==> config.mk <==
export PLATFORM = sky130hd
export DESIGN_NAME = div
export DESIGN_NICKNAME = d
export VERILOG_FILES = /design/src/rtl/div.sv
export SDC_FILE = /design/constraint.sdc
export NUM_CORES = 1
export LEC_CHECK = 0
export BUFFER_PORTS_ARGS = -buffer_cell sky130_fd_sc_hd__buf_2
export CAP_MARGIN = 20
export CORE_ASPECT_RATIO = 1.4
export CORE_UTILIZATION = 30
export CTS_CLUSTER_DIAMETER = 150
export DETAILED_ROUTE_END_ITERATION = 8
export PLACE_DENSITY = 0.54
export SLEW_MARGIN = 5
export SYNTH_ARGS = -nofsm -noshare
export SYNTH_HDL_FRONTEND = slang
export SYNTH_SLANG_ARGS = --single-unit
==> constraint.sdc <==
create_clock -name clk -period 6 [get_ports clk]
set_clock_uncertainty 0.1 [all_clocks]
set_input_delay 0.9 -clock clk [delete_from_list [all_inputs] [get_ports clk]]
set_output_delay 0.9 -clock clk [all_outputs]
set_load 0.05 [all_outputs]
==> src/rtl/div.sv <==
// Multi-cycle 32-bit divider for the EX stage: restoring shift-subtract, one quotient bit per clock.
// Result is {remainder, quotient}, held in END for as long as the requester keeps start_i high.
module div (
    input  logic        clk,
    input  logic        rst,
    input  logic        signed_div_i,
    input  logic [31:0] opdata1_i,
    input  logic [31:0] opdata2_i,
    input  logic        start_i,
    input  logic        annul_i,
    output logic [63:0] result_o,
    output logic        ready_o
);

    typedef enum logic [1:0] {FREE, BYZERO, ON, END} state_t;

    state_t      state_q, state_d;
    logic [5:0]  cnt_q, cnt_d;
    logic [64:0] pr_q, pr_d;
    logic [31:0] divisor_q, divisor_d;
    logic        sgn_q, sgn_d;
    logic        neg1_q, neg1_d;
    logic        neg2_q, neg2_d;
    logic [63:0] result_q, result_d;
    logic        ready_q, ready_d;

    logic [31:0] abs1, abs2;
    logic [64:0] shifted;
    logic [32:0] trial;
    logic [31:0] quo_fix, rem_fix;

    assign abs1 = (signed_div_i && opdata1_i[31]) ? (~opdata1_i + 32'd1) : opdata1_i;
    assign abs2 = (signed_div_i && opdata2_i[31]) ? (~opdata2_i + 32'd1) : opdata2_i;

    // pr_q holds {partial remainder, remaining dividend bits / quotient bits}
    assign shifted = {pr_q[63:0], 1'b0};
    assign trial   = shifted[64:32] - {1'b0, divisor_q};

    assign quo_fix = (sgn_q && (neg1_q ^ neg2_q)) ? (~pr_q[31:0] + 32'd1) : pr_q[31:0];
    assign rem_fix = (sgn_q && neg1_q) ? (~pr_q[63:32] + 32'd1) : pr_q[63:32];

    always_comb begin
        state_d   = state_q;
        cnt_d     = cnt_q;
        pr_d      = pr_q;
        divisor_d = divisor_q;
        sgn_d     = sgn_q;
        neg1_d    = neg1_q;
        neg2_d    = neg2_q;
        ready_d   = 1'b0;
        result_d  = 64'h0;

        case (state_q)
            FREE: begin
                if (start_i && !annul_i) begin
                    if (opdata2_i == 32'h0) begin
                        state_d = BYZERO;
                    end else begin
                        state_d   = ON;
                        cnt_d     = 6'd0;
                        pr_d      = {33'b0, abs1};
                        divisor_d = abs2;
                        sgn_d     = signed_div_i;
                        neg1_d    = opdata1_i[31];
                        neg2_d    = opdata2_i[31];
                    end
                end
            end
            BYZERO: begin
                if (annul_i) begin
                    state_d = FREE;
                end else begin
                    state_d = END;
                    pr_d    = 65'h0;
                end
            end
            ON: begin
                if (annul_i) begin
                    state_d = FREE;
                    cnt_d   = 6'd0;
                    pr_d    = 65'h0;
                end else if (cnt_q == 6'd32) begin
                    state_d = END;
                    pr_d    = {1'b0, rem_fix, quo_fix};
                end else begin
                    cnt_d = cnt_q + 6'd1;
                    // trial[32] set means the subtraction went negative: restore
                    pr_d  = trial[32] ? shifted : {trial, shifted[31:1], 1'b1};
                end
            end
            END: begin
                if (start_i) begin
                    ready_d  = 1'b1;
                    result_d = pr_q[63:0];
                end else begin
                    state_d = FREE;
                end
            end
            default: state_d = FREE;
        endcase
    end

    always_ff @(posedge clk or posedge rst) begin
        if (rst) begin
            state_q   <= FREE;
            cnt_q     <= 6'd0;
            pr_q      <= 65'h0;
            divisor_q <= 32'h0;
            sgn_q     <= 1'b0;
            neg1_q    <= 1'b0;
            neg2_q    <= 1'b0;
            result_q  <= 64'h0;
            ready_q   <= 1'b0;
        end else begin
            state_q   <= state_d;
            cnt_q     <= cnt_d;
            pr_q      <= pr_d;
            divisor_q <= divisor_d;
            sgn_q     <= sgn_d;
            neg1_q    <= neg1_d;
            neg2_q    <= neg2_d;
            result_q  <= result_d;
            ready_q   <= ready_d;
        end
    end

    assign result_o = result_q;
    assign ready_o  = ready_q;

endmodule
==> results of run 1 <==
per-layer routing:
metal | routed length, um | part of all wire, % | up-vias
met5 | 13 | 0.035 | -
met4 | 1400 | 3.8 | 2
met3 | 1140 | 3.0 | 70
met2 | 20000 | 53 | 252
met1 | 14800 | 40 | 5260
li1 | - | - | 5279
worst register-to-register path: stages, from the launching register on:
cell and delay (ns):
dfrtp_1 0.43, inv_1 0.07, ha_1 0.23, fa_1 0.39, nand2b_1 0.17, a21o_1 0.20
a21o_1 0.21, a2111oi_2 0.45, o21bai_1 0.19, nand3_1 0.21, nand2_1 0.49, buf_4 0.41
nor4b_1 0.40, nand3b_1 0.17
placed cells by master (no fill, tap or decap), types with 5 or more instances in the layout:
cell type  synthesis  final
dfrtp_1          172    172
a21oi_1          143    143
nor2_1           138    138
buf_2             13    133
nand2_1          108    107
o21ai_0           88     88
and3_1            72     72
inv_1             65     64
nor3_1            54     54
xnor2_1           46     46
ha_1              43     42
xor2_1            40     40
nand3_1           28     28
o31ai_1           20     20
o21a_1            19     19
nand2b_1          18     18
mux2i_1           18     18
clkbuf_16          0     17
a21o_1            16     16
o221ai_1          16     16
buf_4              3     16
nor4_1            14     14
a31oi_1           15     14
or3_1             11     11
a22oi_1           11     11
nor2b_1           10     10
nand4_1            9      9
o41ai_1            8      8
o211ai_1           8      8
a221o_1            8      8
o22ai_1            7      7
and2_1             7      6
o21bai_1           6      6
nor3b_1            6      6
a21boi_0           6      6
a211oi_1           5      5
a32oi_1            5      5
inv_6              0      5
area by class of cell:
cell class                      count  area, um^2  area share, %
Tap cell                          522         653           4.84
Clock buffer                       19         443           3.28
Sequential cell                   172        4300           31.9
Clock inverter                     12         161           1.20
Multi-Input combinational cell   1084        6880           51.0
Timing Repair Buffer              150         806           5.97
Inverter                           65         249           1.84
cell families (layout without fill, tap and decap cells):
| kind of cell | Yosys count | count (layout) | synth area share (%) |
|---|---|---|---|
| multiplexers | 21 | 21 | 1.82 |
| XOR/XNOR | 86 | 86 | 6.42 |
| AO/OA/AOI/OAI | 421 | 421 | 23.0 |
| AND/OR/NAND/NOR | 512 | 512 | 22.5 |
| flip-flops | 172 | 172 | 36.7 |
| adder cells (fa/ha/maj) | 44 | 44 | 4.76 |
| buffers and inverters | 144 | 246 | 4.84 |
flip-flops by register name, indices dropped and copies added, names as in the netlist:
| name | cells |
|---|---|
| pr_q | 64 |
| result_o | 64 |
| divisor_q | 32 |
| cnt_q | 6 |
| state_q | 2 |
| neg1_q | 1 |
| neg2_q | 1 |
| ready_o | 1 |
| sgn_q | 1 |
cell usage after synthesis (9+ instances only):
library cell | n | share of area (%)
a21o_1 | 16 | 1.0
a21oi_1 | 143 | 6.1
a22oi_1 | 11 | 0.70
a31oi_1 | 15 | 0.80
and3_1 | 72 | 3.8
buf_2 | 13 | 0.55
clkbuf_1 | 62 | 2.0
dfrtp_1 | 172 | 37
ha_1 | 43 | 4.6
inv_1 | 65 | 2.1
mux2i_1 | 18 | 1.5
nand2_1 | 108 | 3.5
nand2b_1 | 18 | 0.96
nand3_1 | 28 | 1.2
nand4_1 | 9 | 0.48
nor2_1 | 138 | 4.4
nor2b_1 | 10 | 0.53
nor3_1 | 54 | 2.3
nor4_1 | 14 | 0.75
o21a_1 | 19 | 1.2
o21ai_0 | 88 | 3.8
o221ai_1 | 16 | 1.2
o31ai_1 | 20 | 1.3
or3_1 | 11 | 0.59
xnor2_1 | 46 | 3.4
xor2_1 | 40 | 3.0
power by group:
group | leakage [nW] | switching, W | internal (W) | total, W
Combinational | 3.92 | 0.00147 | 0.000808 | 0.00228
Sequential | 2.23 | 0.000288 | 0.00143 | 0.00172
Clock | 0.287 | 0.000530 | 0.000669 | 0.00120
Total | 6.44 | 0.00229 | 0.00291 | 0.00520
per-stage QoR:
| stage | hold WS, ns | worst slack, ns | util, % | power, W | cell area, um^2 |
|---|---|---|---|---|---|
| after floorplan | 0.350 | 0.340 | - | 0.00336 | 11700 |
| after global placement | 0.375 | 1.87 | 33.5 | 0.00400 | 12900 |
| after detailed placement | 0.382 | 1.76 | 33.5 | 0.00403 | 12900 |
| after CTS | 0.192 | 1.85 | 35.1 | 0.00524 | 13500 |
| after global routing | 0.199 | 1.54 | 35.1 | 0.00555 | 13500 |
| final | 0.204 | 1.81 | 35.1 | 0.00520 | 13500 |
path summary, 6_finish.rpt:
path	from	to	slack [ns]	depth (start not counted)
max	pr_q[31]	pr_q[42]	1.81	13
min	rst	divisor_q[0]	0.20	2
max reg2reg	pr_q[31]	pr_q[42]	1.81	13
min reg2reg	divisor_q[8]	divisor_q[8]	0.39	2
max in group asynchronous	rst	result_o[8]	4.42	3
min in group clk	divisor_q[8]	divisor_q[8]	0.39	2
==> flow_metrics.py, run 1 <==
metrics = {
    "timing": {
        "relSlewSlack_pct": 29.7,
        "setup_tns_ns": 0,
        "rsz0062_at_grt": "false",
        "period_share_pct": 69.9,
        "worstMarginPinSlew_ns": 1.05,
        "period_needed_ns": 4.19,
        "setup_viol": 0,
        "slew_viol_final": 0,
        "finalHoldViolCount": 0,
        "fmax_ghz": 0.238,
    },
    "route": {
        "dr.pass1.iters": 7,
        "viasPerCell": 5.37,
        "drc": 0,
        "drt-wirelength-per-cell_um": 18.5,
        "routed_wl_um": 37300,
        "detail-route-antenna-nets": 0,
        "drtIter0Drc": 637,
        "vias": 10900,
    },
    "worst_setup_path": {
        "cp_common_cell": "a21o_1",
        "worstPathMaxFanout": 16,
        "slowest_delay_ns": 0.49,
        "worstPathArrival_ns": 4.49,
        "worst-path-buf-inv": 2,
        "crit_chain": "inv_1, ha_1, fa_1, nand2b_1, a21o_1, a21o_1, a2111oi_2, o21bai_1, nand3_1, nand2_1, buf_4, nor4b_1, nand3b_1",
        "worst_setup_path_end_kind": "register",
        "cp.required_ns": 6.30,
        "path_class": "reg -> reg",
        "crit_family": "simple AND/OR/NAND/NOR gates",
        "slowest_stage": "nand2_1",
        "cp-start-kind": "register",
    },
    "synth": {
        "syn_inst": 1400,
        "ys_warn_count": 0,
        "syn_avg_cell_area_um2": 8.38,
        "async_flop_share_pct": 100,
        "synth.cell_area_um2": 11700,
        "yosysUniqueCellTypes": 78,
        "synth_seq_cells": 172,
        "synth.yosys.seq_area_share_pct": 36.7,
        "ys.flop_type": "dfrtp_1",
        "syn_nets": 1513,
        "synth_edf_count": 0,
    },
    "cells_and_area": {
        "drive_above_1_share_pct": 13.9,
        "antenna_cells": 0,
        "fillers": 4141,
        "final_cells": 2024,
        "areaGrowthSynthToFinish_pct": 15.1,
        "num-nets-final": 1603,
    },
    "floorplanning": {
        "rows": 85,
        "die_w_um": 169,
        "start_util_pct": 30.5,
        "die_y_um": 236,
        "core_area_um2": 38500,
        "dieArea_um2": 39900,
        "io_pins": 134,
    },
    "clock_tree": {
        "clk_path_buf_depth": 2,
        "post-cts-setup-buffers": 0,
        "cts_root_buffer": "clkbuf_16",
        "cts.sinks": 172,
        "cts_inserted_buffers": 17,
        "insertion_delay_ns": 0.47,
        "cts_tree": "built",
        "hold_buffers": 0,
        "ctsResizeCount": 0,
        "clk_pin_slew_ns": 0.08,
        "ctsHtreeMaxLevel": 4,
    },
    "power": {
        "p_leak_nw": 6.44,
        "powerDensity_nw_per_um2": 385,
        "peakVddDrop_v": 0.000201,
    },
    "place": {
        "numPlacedInstances": 1993,
        "gp_congestion": 0.896,
        "hpwl_um": 27200,
        "io_buffers": 133,
    },
    "global_route": {
        "grt_pass1_wl_um": 58200,
        "grt_usage_pct": 18.9,
        "grt_max_degree": 172,
        "antenna_found_initial": 2,
        "grt_overflow": 0,
        "grt_pass1_vias": 10600,
        "grt_util_met1_pct": 20.7,
        "top_usage_layer": "met2",
        "use_met3_pct": 2.57,
        "grt_util_met2_pct": 35.4,
    },
    "run_status": {
        "outcome": "finished, final reports clean",
    },
    "worst_hold_path": {
        "worstHoldPathType": "in -> async",
    },
    "job": {
        "drv_cap": 0,
    },
}
Power figures use the tool's default switching activity.
==> inputs of run 2 (changes only) <==
clock period = 3.38 ns   (was 6 ns; I/O delays follow)
==> run 2 against run 1 <==
  * Non-clock buffer count grew 61
  * Critical path depth is the same
  * Power grew 83%
  * Design area up 4.4%
  * Largest power group unchanged
  * Hold slack got worse by 0.088 ns
  * Combinational power rose by 94%
==> flow_metrics.py, run 2 (synthesis results as in run 1) <==
metrics = {
    "power": {
        "powerDensity_nw_per_um2": 674,
        "swShare_pct": 43.3,
        "peakVddDrop_v": 0.000381,
        "pwr-share-clk_pct": 22.2,
        "switchingPower_w": 0.00411,
        "p_leak_nw": 6.78,
        "combPwrFrac_pct": 46.5,
        "intPower_w": 0.00539,
        "seqPwrFrac_pct": 31.3,
    },
    "clock_tree": {
        "clk_pin_slew_ns": 0.07,
        "ctsHtreeMaxLevel": 4,
        "hold_buffers": 0,
        "cts_tree": "built",
        "cts_inserted_buffers": 17,
        "clk_path_buf_depth": 2,
        "insertion_delay_ns": 0.46,
        "cts_root_buffer": "clkbuf_16",
        "cts.sinks": 172,
        "post-cts-setup-buffers": 0,
    },
    "worst_setup_path": {
        "cp-start-kind": "register",
        "worstPathArrival_ns": 3.47,
        "ff2ff_setup_slack_ns": 0.15,
        "worst_setup_path_end_kind": "register",
        "cp.required_ns": 3.62,
        "path_class": "reg -> reg",
        "worstPathMaxFanout": 15,
    },
    "floorplanning": {
        "rows": 85,
        "start_util_pct": 30.5,
        "io_pins": 134,
        "die_w_um": 169,
        "die_y_um": 236,
        "core_area_um2": 38500,
        "dieArea_um2": 39900,
    },
    "timing": {
        "fin_ws_ns": 0.153,
        "setup_viol": 0,
        "fmax_ghz": 0.310,
        "worstMarginPinSlew_ns": 0.991,
        "period_share_pct": 95.5,
        "hold_slack_ns": 0.117,
        "slew_viol_final": 0,
        "period_needed_ns": 3.23,
        "relSlewSlack_pct": 33.7,
        "finalHoldViolCount": 0,
    },
    "cells_and_area": {
        "drive_above_1_share_pct": 17.7,
        "stdcell_area_um2": 14100,
        "final_common_cell": "dfrtp_1",
        "layout_common_cells": "172 x dfrtp_1, 141 x a21oi_1, 138 x nor2_1",
        "final_cells": 2085,
        "fillers": 4070,
        "areaGrowthSynthToFinish_pct": 20.1,
        "antenna_cells": 0,
        "num-nets-final": 1664,
    },
    "global_route": {
        "grt_max_degree": 66,
        "grt_usage_pct": 19.7,
        "antenna_found_initial": 1,
        "grt_pass1_wl_um": 60900,
        "grt_pass1_vias": 11200,
        "grt_overflow": 0,
    },
    "route": {
        "drt-wirelength-per-cell_um": 18.4,
        "dr.pass1.iters": 5,
        "drtIter0Drc": 617,
        "detail-route-antenna-nets": 0,
        "viasPerCell": 5.36,
        "routed_wl_um": 38400,
        "vias": 11200,
        "drc": 0,
    },
    "place": {
        "dpl_cell_area_um2": 13400,
        "hpwl_um": 29100,
        "io_buffers": 133,
        "dp_worst_setup_slack_ns": 0.0121,
        "gp_congestion": 0.895,
        "numPlacedInstances": 2054,
    },
    "job": {
        "drv_cap": 0,
    },
    "worst_hold_path": {
        "worstHoldPathType": "in -> async",
    },
    "run_status": {
        "outcome": "finished, final reports clean",
    },
}
run 2: per-stage QoR:
stage               power, W  util, %  setup TNS, ns
CTS                  0.00958     36.5              0
detailed placement   0.00744     34.9              0
global route          0.0102     36.6        -0.0217
global placement     0.00739     34.9              0
finish               0.00950     36.6              0
floorplan            0.00597        -              0
run 2: layout make-up:
cell class	instances	area, um^2	share of cell area (%)
Tap cell	522	653	4.64
Multi-Input combinational cell	1084	6930	49.2
Clock buffer	20	447	3.17
Clock inverter	11	161	1.15
Sequential cell	172	4300	30.5
Inverter	65	248	1.76
Timing Repair Buffer	211	1340	9.53
run 2: power by group through the flow:
stage	Sequential, W	Combinational [W]	Clock, W
detailed placement	0.00301	0.00444	0
finish	0.00297	0.00442	0.00211
global route	0.00304	0.00490	0.00223
floorplan	0.00307	0.00290	0
CTS	0.00297	0.00446	0.00216
global placement	0.00300	0.00439	0
run 2: per-layer routing:
metal	vias up	track usage, %	part of all wire [%]	wire, um
met5	-	0	0.034	13
met4	2	12.0	5.5	2110
met3	93	2.89	3.7	1420
met2	303	35.9	52	20100
met1	5392	21.2	38	14700
li1	5378	-	-	-
run 2: what timing repair did:
action                                  in CTS  in global routing
cloned                                       0                  0
resized for setup                            1                 10
pin swaps                                    0                  0
endpoints found under the setup margin       7                 28
run 2: worst max-delay path, cell delays in order, from the launching register on:
cell and delay (ns):
dfrtp_1 0.35, inv_1 0.04, ha_1 0.21, fa_1 0.39, nand2b_1 0.18, a21o_1 0.20, a21o_1 0.22, a2111oi_4 0.40
o21ba_4 0.20, o21ai_1 0.10, nand2_2 0.16, buf_12 0.16, nor4_1 0.06, a311o_1 0.32
run 2: worst paths after layout:
path | end | cells after the start | start
worst max-delay path | pr_q[40] | 13 | pr_q[31]
worst min-delay path | result_o[1] | 2 | rst
worst max register to register | pr_q[40] | 13 | pr_q[31]
worst min register to register | divisor_q[8] | 2 | divisor_q[8]
max in group asynchronous | pr_q[63] | 3 | rst
min in group clk | divisor_q[19] | 4 | opdata2_i[19]
